**config.mk**
```make
export PLATFORM = sky130hd
export DESIGN_NAME = arb_mux_2to1
export DESIGN_NICKNAME = d
export VERILOG_FILES = /design/src/rtl/arb_mux_2to1_pkg.sv /design/src/rtl/arb_mux_2to1_grant.sv /design/src/rtl/arb_mux_2to1.sv
export SDC_FILE = /design/constraint.sdc
export NUM_CORES = 1
export LEC_CHECK = 0
export CORE_AREA = 2 2 97 99
export DETAILED_ROUTE_END_ITERATION = 12
export DIE_AREA = 0 0 99 101
export PLACE_DENSITY = 0.78
export SYNTH_ARGS = -nofsm -noshare
export SYNTH_HDL_FRONTEND = slang
export SYNTH_SLANG_ARGS = --single-unit
```
**constraint.sdc**
```tcl
create_clock -name clk -period 1.9 [get_ports clk]
set_clock_uncertainty 0.2 [all_clocks]
set_input_delay 0.19 -clock clk [delete_from_list [all_inputs] [get_ports clk]]
set_output_delay 0.19 -clock clk [all_outputs]
set_load 0.02 [all_outputs]
```
**src/rtl/arb_mux_2to1_pkg.sv**
```systemverilog
// Shared definitions for the two-source arbitrating output mux.
// Optional feature: ARB_MUX_ROUND_ROBIN_EN selects round-robin arbitration (default: fixed priority).
package arb_mux_2to1_pkg;

    localparam int unsigned DEFAULT_WIDTH = 64;

    localparam int unsigned SRC0 = 0;
    localparam int unsigned SRC1 = 1;

    typedef enum logic {
        EMPTY = 1'b0,
        FULL  = 1'b1
    } state_e;

endpackage : arb_mux_2to1_pkg

```
**src/rtl/arb_mux_2to1_grant.sv**
```systemverilog
// Combinational two-request arbiter; ptr selects the preferred source when both request.
// Optional feature: ARB_MUX_ROUND_ROBIN_EN drives ptr from a rotating pointer in the top.
module arb_2_grant (
    input  logic req0,
    input  logic req1,
    input  logic ptr,
    output logic gnt0,
    output logic gnt1
);

    // Source 0 wins unless source 1 also requests and is the preferred one.
    always_comb begin
        gnt0 = req0 & (~req1 | ~ptr);
        gnt1 = req1 & ~gnt0;
    end

endmodule : arb_2_grant

```
**src/rtl/arb_mux_2to1.sv**
```systemverilog
// Two-source valid/ready merge into a single registered output stage.
// Optional feature: define ARB_MUX_ROUND_ROBIN_EN for round-robin grant on contention;
// undefined builds use fixed priority to source 0 with no pointer state.
module arb_mux_2to1
    import arb_mux_2to1_pkg::*;
#(
    parameter int unsigned width = DEFAULT_WIDTH
) (
    input  logic             clk,
    input  logic             rst,
    input  logic [width-1:0] i0,
    input  logic             i0_valid,
    output logic             i0_ready,
    input  logic [width-1:0] i1,
    input  logic             i1_valid,
    output logic             i1_ready,
    output logic [width-1:0] o,
    output logic             o_sel,
    output logic             o_valid,
    input  logic             o_ready
);

    state_e             state_q, state_d;
    logic [width-1:0]   o_q, o_d;
    logic               o_sel_q, o_sel_d;
    logic               load;
    logic               accept;
    logic               gnt0, gnt1;
    logic               arb_ptr;

`ifdef ARB_MUX_ROUND_ROBIN_EN
    logic               ptr_q, ptr_d;

    // Next preferred source is the one not granted on the latest accepted input.
    always_comb begin
        ptr_d = ptr_q;
        if (accept) begin
            ptr_d = gnt0;
        end
    end

    // Round-robin pointer register.
    always_ff @(posedge clk) begin
        if (rst) begin
            ptr_q <= 1'b0;
        end else begin
            ptr_q <= ptr_d;
        end
    end

    assign arb_ptr = ptr_q;
`else
    assign arb_ptr = 1'b0;
`endif

    arb_2_grant u_grant (
        .req0 (i0_valid),
        .req1 (i1_valid),
        .ptr  (arb_ptr),
        .gnt0 (gnt0),
        .gnt1 (gnt1)
    );

    // Next-state, datapath load and input handshake.
    always_comb begin
        state_d  = state_q;
        o_d      = o_q;
        o_sel_d  = o_sel_q;
        load     = (state_q == EMPTY) | o_ready;
        accept   = ~rst & load & (i0_valid | i1_valid);
        i0_ready = ~rst & load & gnt0;
        i1_ready = ~rst & load & gnt1;

        if (accept) begin
            state_d = FULL;
            o_d     = gnt1 ? i1 : i0;
            o_sel_d = gnt1 ? 1'(SRC1) : 1'(SRC0);
        end else if ((state_q == FULL) && o_ready) begin
            state_d = EMPTY;
        end
    end

    // State and output registers; reset drops any held word.
    always_ff @(posedge clk) begin
        if (rst) begin
            state_q <= EMPTY;
            o_q     <= '0;
            o_sel_q <= 1'b0;
        end else begin
            state_q <= state_d;
            o_q     <= o_d;
            o_sel_q <= o_sel_d;
        end
    end

    assign o       = o_q;
    assign o_sel   = o_sel_q;
    assign o_valid = (state_q == FULL);

endmodule : arb_mux_2to1

```
==> results_dict.tcl <==
set metrics [dict create \
    cts_tree "done" \
    clkSinkCount 66 \
    setup_ws_ns 0.1311 \
    row_count 35 \
    postCtsSetupBuffers 0 \
    overflow 0 \
    grt_start_max_net_pins 65 \
    grt_antenna_before_repair 0 \
    p_int_mw 2.707 \
    antenna_left 0 \
    cp-start-kind "primary input" \
    seqPwrFrac_pct 41.9 \
    reg2reg_slack_ns 0.25 \
    dr.pass1.iters 4 \
    syn_nets 438 \
    final_nets 630 \
    clk_latency_ns 0.33 \
    period_share_pct 93.10 \
    crit_fanout 3 \
    grt_pass1_wl_mm 14.85 \
    critPathBufInv 2 \
    seq_area_frac_synth_pct 43.56 \
    cts_buffer_depth 2 \
    drive_above_1_share_pct 6.786 \
    syn_avg_cell_area_um2 9.944 \
    fp.dieW_um 99 \
    htree_levels 3 \
    crit_family "buffers and inverters" \
    grt_pass1_vias 3127 \
    tightest_slew_ns 0.6777 \
    initial_core_util_pct 33.78 \
    ir_drop_mv 0.4128 \
    cp_cell_sequence "clkdlybuf4s50_1 -> nor2b_4 -> and3_1 -> dlygate4sd2_1" \
    endpoint_kind "output port" \
    comb_power_share_pct 27.5 \
    crit_arrival_ns 1.38 \
    diodes 0 \
    finalWirelength_mm 9.562 \
    dp_hpwl_mm 7.149 \
    slew_viol_final 0 \
    cts_hold_buf 0 \
    viasPerCell 5.113 \
    synthCells 305 \
    max_slew_margin_pct 54.82 \
    gp_congestion 0.7835 \
    hp-class "flip-flop to flip-flop" \
    final_cell_mix "clkdlybuf4s50_1 (198), dfxtp_1 (66), mux2i_1 (64), o211ai_1 (64), o21ai_1 (60)" \
    port_buffers 200 \
    netSwitchingFraction_pct 27.24 \
    crit_type "primary input to output port" \
    ios 201 \
    syn_area_mm2 0.003033 \
    drt_iter0_markers 91 \
    ys_ff_latch 66 \
    path_clk_slew_ns 0.07 \
    vias 3129 \
    drc 0 \
    dieArea_mm2 0.009999 \
    crit_path_max_incr_delay_ns 0.52 \
    wire_per_inst_um 15.62 \
    yosys_warnings 0 \
    switchingPower_mw 1.013 \
    power.leakage_nw 1.924 \
    p_total_mw 3.720 \
    final_common_cell "clkdlybuf4s50_1" \
    finalHoldViolCount 0 \
    ctsResizeCount 2 \
    final_cell_count_no_fill 612 \
    cp_data_required_time_ns 1.51 \
    cts-root-buf "clkbuf_8" \
    power_density_mw_per_mm2 696.1 \
    post-place-ws_ns -0.1897 \
    die_h_um 101 \
    track_usage_pct 18.41 \
    placed_cells 597 \
    numCtsBuffers 9 \
    finalSetupViolations 0 \
    drv_cap 0 \
    critPathSlowestCell "clkdlybuf4s50_1" \
    fmax_ghz 0.5653 \
    synth.distinct_cells 19 \
    synthToLayoutAreaGrowth_pct 76.20 \
    status "complete, no violations" \
    rsz0062_at_grt "no" \
    final_core_util_pct 59.53 \
    min_period_ns 1.769 \
    core_mm2 0.008977 \
    p_clk_share_pct 30.6 \
]
## cell families (layout without fill, tap and decap cells)
logic type             after synthesis  in the layout  share of synthesized area, %
AO/OA/AOI/OAI                      130            130                         26.73
flip-flops                          66             66                         43.56
multiplexers                        64             64                         21.12
buffers and inverters               36            232                         6.930
AND/OR/NAND/NOR                      9              9                         1.650
## per-layer routing
layer  part of all wire (%)  vias to the layer above  wire length, um  GRT usage (%)
met4                    1.7                        0              166          6.744
met3                    9.2                       14              880          6.727
li1                       -                     1538                -              -
met1                     40                     1443             3780          20.09
met5                      0                        -                0              0
met2                     50                      134             4735          32.74
## power groups by stage
stage | clock network [mW] | logic, mW | registers (mW)
after floorplan | 0 | 0.296 | 1.73
after global placement | 0 | 1.01 | 1.58
after detailed placement | 0 | 1.03 | 1.59
after CTS | 1.17 | 1.03 | 1.56
after global routing | 1.23 | 1.08 | 1.57
final | 1.14 | 1.02 | 1.56
## registers in the layout (all words and copies together), names as in the netlist
name / count
o_sel: 1
o_valid: 1
o: 64
## worst min-delay path: cells and delay by family, from the launching register on
kind / cells / cell delay [ns]
flip-flops: 1 / 0.31
AND/OR/NAND/NOR: 1 / 0.05
AO/OA/AOI/OAI: 1 / 0.05
## cells in the mapped netlist
cell,n,area share [%]
nand2b_1,1,0.21
a21oi_1,2,0.33
nor2b_1,2,0.41
nand2_1,1,0.12
inv_2,1,0.12
o21ai_1,60,9.9
buf_4,7,1.7
and3_1,2,0.41
buf_1,1,0.12
nand3_1,1,0.16
buf_6,6,2.2
nor2_1,1,0.12
or3_1,1,0.21
mux2i_1,64,21
o211ai_1,64,16
clkbuf_1,18,2.2
o21ai_0,4,0.66
buf_2,3,0.49
dfxtp_1,66,44
## worst paths after layout
path / start / end / cells past startpoint
min: o_sel / o_sel / 2
max reg2reg: o_valid / o[53] / 4
max: i0_valid / i1_ready / 4
min reg2reg: o_sel / o_sel / 2
## metrics by stage
step	hold WS (ns)	cell area, um^2	TNS [ns]
finish	0.2577	5344	0
floorplan	0.05907	3033	0
global route	0.2565	5344	0
CTS	0.2575	5344	0
global placement	0.2475	5161	-6.093
detailed placement	0.2487	5161	-9.696
## cell type report
class,count,area [um^2]
Clock buffer,12,145.1
Multi-Input combinational cell,203,1525
Sequential cell,66,1321
Clock inverter,3,40.04
Inverter,1,3.754
Fill cell,778,3633
Timing Repair Buffer,216,2170
Tap cell,111,138.9
Power figures use the tool's default switching activity.
